File: src/rtl/bus_demux4_pkg.sv
// Shared definitions for the four-target data-port bus demultiplexer.
package bus_demux4_pkg;

  // Transaction phases: waiting for a request, waiting for the target, completing.
  typedef enum logic [1:0] {
    StIdle = 2'd0,
    StBusy = 2'd1,
    StResp = 2'd2
  } state_e;

  // Target indices, selected by the top two address bits.
  localparam logic [1:0] TgtRam   = 2'd0;
  localparam logic [1:0] TgtIo    = 2'd1;
  localparam logic [1:0] TgtTimer = 2'd2;
  localparam logic [1:0] TgtDebug = 2'd3;

  localparam int unsigned DefaultTimeout = 15;
  localparam int unsigned CtrW           = 8;

  // One-hot request vector for a target index.
  function automatic logic [3:0] tgt_onehot(input logic [1:0] sel);
    return 4'b0001 << sel;
  endfunction

endpackage

File: src/rtl/bus_timeout_ctr.sv
// BUSY-cycle counter: cleared on request accept, expires at Timeout-1 and never wraps.
module bus_timeout_ctr
  import bus_demux4_pkg::*;
#(
  parameter int unsigned Timeout = DefaultTimeout
) (
  input  logic clk_i,
  input  logic rst_i,
  input  logic clr_i,
  input  logic en_i,
  output logic expire_o
);

  localparam logic [CtrW-1:0] Last = CtrW'(Timeout - 1);

  logic [CtrW-1:0] cnt_q, cnt_d;

  // Next count: clear wins over increment; hold otherwise.
  always_comb begin
    cnt_d = cnt_q;
    if (clr_i) begin
      cnt_d = '0;
    end else if (en_i) begin
      cnt_d = cnt_q + 1'b1;
    end
  end

  // Count register.
  always_ff @(posedge clk_i or posedge rst_i) begin
    if (rst_i) begin
      cnt_q <= '0;
    end else begin
      cnt_q <= cnt_d;
    end
  end

  assign expire_o = (cnt_q == Last);

endmodule

File: src/rtl/bus_demux4.sv
// Routes one initiator request at a time to one of four targets by address region,
// waits for that target's ack (or a timeout) and returns data/error to the initiator.
module bus_demux4
  import bus_demux4_pkg::*;
#(
  parameter int unsigned ADDR_W  = 32,
  parameter int unsigned DATA_W  = 32,
  parameter int unsigned TIMEOUT = DefaultTimeout
) (
  input  logic                clk,
  input  logic                rst,
  input  logic                m_req,
  input  logic                m_we,
  input  logic [ADDR_W-1:0]   m_addr,
  input  logic [DATA_W-1:0]   m_wdata,
  input  logic [3:0]          m_wstrb,
  output logic                m_ready,
  output logic                m_rvalid,
  output logic [DATA_W-1:0]   m_rdata,
  output logic                m_err,
  output logic [3:0]          s_req,
  output logic                s_we,
  output logic [ADDR_W-1:0]   s_addr,
  output logic [DATA_W-1:0]   s_wdata,
  output logic [3:0]          s_wstrb,
  input  logic [3:0]          s_ack,
  input  logic [4*DATA_W-1:0] s_rdata
);

  state_e            state_q, state_d;
  logic [1:0]        sel_q, sel_d;
  logic [3:0]        s_req_q, s_req_d;
  logic              s_we_q, s_we_d;
  logic [ADDR_W-1:0] s_addr_q, s_addr_d;
  logic [DATA_W-1:0] s_wdata_q, s_wdata_d;
  logic [3:0]        s_wstrb_q, s_wstrb_d;
  logic              m_rvalid_q, m_rvalid_d;
  logic [DATA_W-1:0] m_rdata_q, m_rdata_d;
  logic              m_err_q, m_err_d;
  logic              ctr_clr, ctr_en, ctr_expire;

  bus_timeout_ctr #(
    .Timeout (TIMEOUT)
  ) u_timeout_ctr (
    .clk_i    (clk),
    .rst_i    (rst),
    .clr_i    (ctr_clr),
    .en_i     (ctr_en),
    .expire_o (ctr_expire)
  );

  // Next-state and registered-output logic; only the selected target's ack counts.
  always_comb begin
    state_d    = state_q;
    sel_d      = sel_q;
    s_req_d    = s_req_q;
    s_we_d     = s_we_q;
    s_addr_d   = s_addr_q;
    s_wdata_d  = s_wdata_q;
    s_wstrb_d  = s_wstrb_q;
    m_rvalid_d = 1'b0;
    m_rdata_d  = m_rdata_q;
    m_err_d    = m_err_q;
    ctr_clr    = 1'b0;
    ctr_en     = 1'b0;
    unique case (state_q)
      StIdle: begin
        if (m_req) begin
          sel_d     = m_addr[ADDR_W-1 -: 2];
          s_req_d   = tgt_onehot(m_addr[ADDR_W-1 -: 2]);
          s_we_d    = m_we;
          s_addr_d  = m_addr;
          s_wdata_d = m_wdata;
          s_wstrb_d = m_wstrb;
          ctr_clr   = 1'b1;
          state_d   = StBusy;
        end
      end
      StBusy: begin
        // Ack beats a simultaneous timeout.
        if (s_ack[sel_q]) begin
          m_rdata_d  = s_we_q ? '0 : s_rdata[int'(sel_q)*DATA_W +: DATA_W];
          m_err_d    = 1'b0;
          m_rvalid_d = 1'b1;
          s_req_d    = '0;
          state_d    = StResp;
        end else if (ctr_expire) begin
          m_rdata_d  = '0;
          m_err_d    = 1'b1;
          m_rvalid_d = 1'b1;
          s_req_d    = '0;
          state_d    = StResp;
        end else begin
          ctr_en = 1'b1;
        end
      end
      StResp: begin
        state_d = StIdle;
      end
      default: begin
        state_d = StIdle;
        s_req_d = '0;
      end
    endcase
  end

  // State and output registers.
  always_ff @(posedge clk or posedge rst) begin
    if (rst) begin
      state_q    <= StIdle;
      sel_q      <= TgtRam;
      s_req_q    <= '0;
      s_we_q     <= 1'b0;
      s_addr_q   <= '0;
      s_wdata_q  <= '0;
      s_wstrb_q  <= '0;
      m_rvalid_q <= 1'b0;
      m_rdata_q  <= '0;
      m_err_q    <= 1'b0;
    end else begin
      state_q    <= state_d;
      sel_q      <= sel_d;
      s_req_q    <= s_req_d;
      s_we_q     <= s_we_d;
      s_addr_q   <= s_addr_d;
      s_wdata_q  <= s_wdata_d;
      s_wstrb_q  <= s_wstrb_d;
      m_rvalid_q <= m_rvalid_d;
      m_rdata_q  <= m_rdata_d;
      m_err_q    <= m_err_d;
    end
  end

  assign m_ready  = (state_q == StIdle);
  assign m_rvalid = m_rvalid_q;
  assign m_rdata  = m_rdata_q;
  assign m_err    = m_err_q;
  assign s_req    = s_req_q;
  assign s_we     = s_we_q;
  assign s_addr   = s_addr_q;
  assign s_wdata  = s_wdata_q;
  assign s_wstrb  = s_wstrb_q;

endmodule

File: config.mk
export PLATFORM = sky130hd
export DESIGN_NAME = bus_demux4
export DESIGN_NICKNAME = d
export VERILOG_FILES = /design/src/rtl/bus_demux4_pkg.sv /design/src/rtl/bus_timeout_ctr.sv /design/src/rtl/bus_demux4.sv
export SDC_FILE = /design/constraint.sdc
export NUM_CORES = 1
export LEC_CHECK = 0
export CORE_UTILIZATION = 34
export CTS_CLUSTER_SIZE = 16
export DETAILED_ROUTE_END_ITERATION = 8
export PLACE_DENSITY = 0.73
export SKIP_CTS_REPAIR_TIMING = 1
export SYNTH_ARGS = -nofsm -noshare
export SYNTH_HDL_FRONTEND = slang
export SYNTH_HIERARCHICAL = 1
export SYNTH_SLANG_ARGS = --single-unit
File: constraint.sdc
create_clock -name clk -period 3.45 [get_ports clk]
set_input_delay 0.69 -clock clk [delete_from_list [all_inputs] [get_ports clk]]
set_output_delay 0.69 -clock clk [all_outputs]
set_load 0.005 [all_outputs]
# Word-level counts from Yosys, hierarchy flattened
# Cells that the tools add are included.
[word_totals]
register_bits = 119
out_inout_bits = 108
[classes]
add_sub_neg = 1
n_lt_le_gt_ge = 1
n_eq_ne = 5
n_shift = 2
muxes = 25
bitwise_logic = 1
reduce_logical = 7
[ops]
columns = ["cell", "count"]
rows = [
  ["$shiftx 128x8->32", 1],
  ["$mux 32", 3],
  ["$mux 8", 2],
  ["$mux 4", 3],
  ["$pmux 4 s3", 1],
  ["$mux 1", 11],
  ["$add 8x1->8 const B", 1],
  ["$eq 8x4->1 const B", 1],
  ["$mux 2", 3],
  ["$reduce_and 2->1", 3],
  ["$pmux 2 s2", 1],
  ["$reduce_bool 2->1", 2],
  ["$shl 1x2->4 const A", 1],
  ["$lt 2x3->1 const B", 1],
  ["$ne 3x3->1 const B", 1],
  ["$reduce_and 3->1", 1],
  ["$bmux 1 s2", 1],
  ["$eq 2x1->1 const B", 1],
  ["$eq 2x2->1 const B", 1],
  ["$logic_not 2->1", 1],
  ["$ne 2x2->1 const B", 1],
  ["$not 1->1", 1],
]

# Depth between registers and ports, before layout
# Gate-level depths: netlist of run 1.
[logic_depth]
word_depth = 6
depth_mapped = 9
mapped_depth_nobuf = 8

# Modules after synthesis
# The synthesis of run 1 kept the hierarchy.
[modules_own_cells]
columns = ["mod", "instances", "cells_each", "area_per_inst_um2"]
rows = [
  ["bus_demux4", 1, 291, 4849.7],
  ["bus_timeout_ctr", 1, 42, 426.7],
]

# Least setup slack after synthesis of run 1
# Ideal clock, no wire load.
[synth_timing]
path_type = "in2reg"
from = "input port s_ack[3]"
to = "register u_timeout_ctr.cnt_q[5]"
arrival_time_ps = 2356
required_ps = 3373
path_slack_ps = 1016
cell_stages = 6
path_cell_list = "mux4_2 nor3b_2 buf_2 o2111ai_4 or3_1 a21oi_1"
[synth_via]
elab_chain_len = 5
[synth_lines]
columns = ["item", "line", "text"]
rows = [
  ["start, declared", "bus_demux4.sv:26", "input logic [3:0] s_ack,"],
  ["$bmux 1 s2", "bus_demux4.sv:81", "if (s_ack[sel_q]) begin"],
  ["$mux 1 (implied by the code)", "bus_demux4.sv:81", ""],
  ["$mux 1", "bus_demux4.sv:81", ""],
  ["$mux 1", "bus_demux4.sv:66", "unique case (state_q)"],
  ["net ctr_en", "bus_demux4.sv:40", "logic ctr_clr, ctr_en, ctr_expire;"],
  ["$reduce_bool 2->1 (no source line)", "n/a", ""],
  ["end signal, assigned", "bus_timeout_ctr.sv:33", "cnt_q <= cnt_d;"],
  ["end, declared", "bus_timeout_ctr.sv:16", "logic [CtrW-1:0] cnt_q, cnt_d;"],
]
# The timed path passes the listed nets, and every way through them passes these cells. The select of a mux whose other input is x is not followed.
# A chain may end at the register's enable or synchronous reset.

==> summary.txt, run 1 <==
ANT nets after route = 0
Maximum clock insertion buffer count = 2
Top Usage Layer GRT = met2
Setup WS post-layout = 0.820 ns
Reg clk slew, reported paths = 0.06 ns
CP endpoint kind = output pin
Fraction of registers with async set/reset = 100%
Drt first pass iters = 4
Syn Area/Cell = 15.8 µm²
Max Slew Vio Count = 0
Max cap viols = 0
Unrepaired setup endpoints after global routing = no
Vias per cell = 4.98
Type of origin of the critical path = flop
Post-synth top flop = dfrtp_1
VDD IR-drop max = 356 µV
Data arrival, critical path = 1.94 ns
Cells along the critical path = buf_4, clkdlybuf4s50_1
Met2 usage = 34.4%
IO buf count = 311
Initial antenna violation count = 1
Worst slew pin tran = 1.18 ns
Area grow syn2layout = 73.9%
Period utilization = 76.2%
Total number of vias = 4226
Row Count = 45
Mapped Nets = 539
Later-pin clock latency in the skew report = 0.40 ns
Starting DRC count in detailed routing = 177
Clock Sinks = 117
PwrDens = 810 nW/µm²
Pre-CTS setup slack = 0.605 ns
Die area = 16000 µm²
Gp weighted congestion = 0.802
HP Class = flop to flop
Relative slew slack = 21.3%
First-pass GRT wire length = 23900 µm
Met1 usage in global routing = 22.8%
# IOs = 312
Initial Util = 34.8%
Cell with the most instances after synthesis = dfrtp_1
Leak = 0.00370 µW
Synth area leader = dfrtp_1
Synthesized flop and latch total = 117
Post-synth EDFFs = 0
Global Route met3 Usage = 6.71%
Cell count after synthesis = 333
Critical-path top delay cell = clkdlybuf4s50_1
CTS HTree Levels = 4
Setup TNS = 0 ns
DP Wirelength = 12300 µm
Delay of the slowest critical-path stage = 0.62 ns
Routed len/inst = 18.7 µm
Final global-route overflow total = 0
Chip Width = 127 µm
Status = finished clean
Nets = 852
Synth Warn # = 6
Max Clk Rate = 380 MHz
Setup CP Type = flop to output pin
Most common library cells after synthesis = 117 x dfrtp_1, 69 x mux2_2, 33 x mux4_2
Total track usage = 20.0%
Worst Skew = 0.00446 ns
Vias in the first global route = 4446
Tmin final = 2.63 ns
Top post-synthesis cells by area = dfrtp_1 55%, mux2_2 15%, mux4_2 14%
Largest net degree at the start of global routing = 59
Core box area = 15100 µm²
Die Ht = 127 µm
Crit path max fanout = 34
Cell Area, Synth = 5280 µm²
# setup viols final = 0
DRC = 0
CTS Buf Count = 17
Sequential share of the synthesized area = 55.5%
Drt total wl = 15900 µm
Synth cell types = 35
CTS tree = yes
Synth top area share = 55.5%
Endpoints failing hold = 0
Root Driver = clkbuf_16
Ratio of cells with drive above 1 in the final layout = 22.6%
Required time of the critical path = 2.76 ns
# fillers = 1169
-- placed cells by master (no fill, tap or decap), types with 3 or more instances in the layout --
master / synthesis / routed
dfrtp_1: 117 / 116
clkdlybuf4s50_1: 0 / 311
bufinv_16: 0 / 3
o2bb2ai_1: 4 / 4
buf_4: 1 / 6
clkinv_2: 0 / 3
clkinvlp_4: 0 / 4
mux2_2: 69 / 69
clkbuf_16: 0 / 17
or3_1: 3 / 3
nor2_1: 7 / 7
o21ai_0: 3 / 3
clkinv_4: 0 / 3
mux4_2: 33 / 33
a21oi_1: 8 / 8
a22o_1: 32 / 32
xor2_1: 3 / 3
-- cells by family (layout without fill, tap and decap cells) --
family                   Yosys count  in the layout  share of synthesized area (%)
other                              0              1                              0
adder cells (fa/ha/maj)            2              2                          0.474
AO/OA/AOI/OAI                     50             50                           7.97
AND/OR/NAND/NOR                   27             27                           3.15
multiplexers                     103            103                           29.0
buffers and inverters             30            356                           3.25
XOR/XNOR                           4              4                          0.664
flip-flops                       117            117                           55.5
-- worst max-delay path: cells and delay by family (launching register included) --
family                 cells  cell delay [ns]
DFF                        1             0.38
buffers and inverters      2             1.14
-- power breakdown --
| group | total (µW) | leakage [µW] | switching, µW | internal [µW] |
|---|---|---|---|---|
| logic | 3310 | 0.00197 | 1150 | 2160 |
| clock network | 1790 | 0.000292 | 615 | 1170 |
| registers | 2330 | 0.00144 | 357 | 1980 |
| total | 7430 | 0.00370 | 2120 | 5310 |
-- worst paths after layout --
check | cells past startpoint | slack [ns] | endpoint | from
worst min-delay path | 1 | 0.50 | s_wdata[23] | s_wdata[23]
worst max register to register | 9 | 1.13 | u_timeout_ctr/cnt_q[4] | u_timeout_ctr/cnt_q[0]
worst max-delay path | 2 | 0.82 | s_addr[30] | sel_q[0]
min in group asynchronous | 2 | 0.63 | u_timeout_ctr/cnt_q[2] | rst
worst min register to register | 1 | 0.50 | s_wdata[23] | s_wdata[23]
max in group asynchronous | 3 | 1.96 | m_rdata[11] | rst
-- layout make-up --
type                       count  area [µm²]  share of cell area, %
timing repair buffer         319        3200                   34.8
sequential                   117        2930                   31.9
multi-input combinational    186        2180                   23.7
clock buffer                  20         457                   4.98
tap                          188         235                   2.56
clock inverter                12         154                   1.68
inverter                       5        22.5                  0.245
antenna                        1        2.50                 0.0273
-- metrics by stage --
step	hold WS, ns	area, µm²	cells	util, %	total power (µW)
floorplan	0.493	5280	333	-	3960
global placement	0.487	8560	815	56.5	5610
detailed placement	0.490	8560	815	56.5	5720
CTS	0.507	9180	847	60.6	7540
global route	0.513	9180	848	60.6	7840
finish	0.502	9180	848	60.6	7430
-- routing by layer --
layer  vias to the layer above  wire length (µm)
met2                       230              7990
met4                         0               334
met3                        22              1330
li1                       1903                 -
met1                      2071              6210
met5                         -                 0
-- registers in the layout, summed over array words and instances (netlist names) --
register and flops:
s_wstrb 4, s_wdata 32, s_req 4, s_addr 31, sel_q 1, s_we 1, u_timeout_ctr/cnt_q 8, m_rvalid 1
m_rdata 32, state_q 2, m_err 1
Note: power is estimated with default switching activity, not from simulation.
==> run 2: changes to the inputs <==
clock period = 2.41 ns   (was 3.45 ns; I/O delays follow)
==> summary.txt, run 2 (synthesized netlist as in run 1, its figures left out) <==
Worst R2R Start = u_timeout_ctr/cnt_q[0]
FF/Latch Area = 2930 µm²
Endpoints failing hold = 0
VDD IR-drop max = 866 µV
Max Clk Rate = 436 MHz
R2R cell count = 10
Required time of the critical path = 1.93 ns
Drt first pass iters = 4
Data arrival, critical path = 1.81 ns
Chip Width = 127 µm
Reg power frac = 31.1%
Pre-CTS setup slack = -0.0335 ns
WHS = 0.427 ns
Area grow syn2layout = 75.4%
Initial Util = 34.8%
Max cap viols = 0
Period utilization = 95.3%
Total track usage = 20.4%
Routed len/inst = 18.5 µm
IO buf count = 311
Gp weighted congestion = 0.799
CTS tree = yes
Fin util = 61.1%
Crit path max fanout = 34
Logic pwr share = 45.4%
Clock Sinks = 117
Leak = 0.00375 µW
Internal = 7700 µW
Unrepaired setup endpoints after global routing = no
CP endpoint kind = output pin
CTS Buf Count = 17
Relative slew slack = 59.6%
CTS HTree Levels = 4
Worst Skew = 0.00905 ns
Die Ht = 127 µm
Setup CP Type = flop to output pin
Setup WS post-layout = 0.114 ns
# IOs = 312
Maximum clock insertion buffer count = 2
Reg2reg end = u_timeout_ctr/cnt_q[5]
Root Driver = clkbuf_16
Drt total wl = 15800 µm
First-pass GRT wire length = 24500 µm
HP Class = input port to asynchronous set/reset pin
Final cell count without fillers = 855
Worst slew pin tran = 0.607 ns
PwrDens = 1160 nW/µm²
Ratio of cells with drive above 1 in the final layout = 23.3%
Most common cell after layout, fill and taps aside = clkdlybuf4s50_1
Switching pwr = 3000 µW
Core box area = 15100 µm²
Most frequent cells in the layout = 311 x clkdlybuf4s50_1, 116 x dfrtp_1, 69 x mux2_2, 33 x mux4_2, 32 x a22o_1
# setup viols final = 0
Largest net degree at the start of global routing = 110
Die area = 16000 µm²
Initial antenna violation count = 1
Tmin final = 2.30 ns
Starting DRC count in detailed routing = 152
ANT nets after route = 0
Setup crit end = s_addr[31]
Sw frac = 28.1%
Nets = 860
Placed cells = 823
Later-pin clock latency in the skew report = 0.41 ns
Max Slew Vio Count = 0
Crit path launch = s_addr[31]
Vias per cell = 4.92
DRC = 0
Area of the multi-input gates = 2180 µm²
DP Wirelength = 12200 µm
Final global-route overflow total = 0
# fillers = 1114
Clk pwr share = 23.4%
Reg clk slew, reported paths = 0.05 ns
Flop-to-flop setup slack = 0.35 ns
Type of origin of the critical path = flop
Status = finished clean
Vias in the first global route = 4536
Row Count = 45
Total number of vias = 4203
## run 2: worst max-delay path, stage by stage, from the launching register on
cell             delay (ns)
dfrtp_1                0.38
buf_4                  0.43
clkdlybuf4s50_1        0.59
## run 2: layer usage
layer	part of all wire [%]	vias up	wire (µm)	global-route usage [%]
met5	0	-	0	0
met4	2.6	0	406	8.79
met3	9.2	28	1460	7.59
met2	50	213	7910	34.7
met1	38	2042	6030	23.0
li1	-	1920	-	-
## run 2: through the flow
step / TNS (ns) / cell area (µm²) / power (µW)
after floorplan: 0 / 5280 / 5670
after global placement: 0 / 8660 / 8180
after detailed placement: -0.0655 / 8660 / 8320
after CTS: 0 / 9250 / 10900
after global routing: 0 / 9260 / 11300
final: 0 / 9260 / 10700
## run 2: worst min-delay path by stage
stage,to,slack [ns],cells past startpoint
2_1_floorplan,u_timeout_ctr/cnt_q[0],0.30,1
3_3_place_gp,s_addr[12],0.49,1
3_5_place_dp,m_rdata[23],0.49,1
4_1_cts,u_timeout_ctr/cnt_q[4],0.43,2
5_1_grt,u_timeout_ctr/cnt_q[4],0.45,2
6_report,u_timeout_ctr/cnt_q[1],0.43,2
## run 2: layout make-up
type / count / share of cell area, %
antenna: 1 / 0.0270
clock buffer: 21 / 4.97
clock inverter: 10 / 1.41
inverter: 5 / 0.243
multi-input combinational: 186 / 23.6
sequential: 117 / 31.6
tap: 188 / 2.54
timing repair buffer: 327 / 35.6
## run 2: power groups by stage
stage               Combinational, µW  Clock (µW)  Sequential [µW]
finish                           4860        2510             3330
global placement                 4840           0             3340
floorplan                        2310           0             3360
detailed placement               4960           0             3360
CTS                              4960        2580             3350
global route                     5210        2670             3460
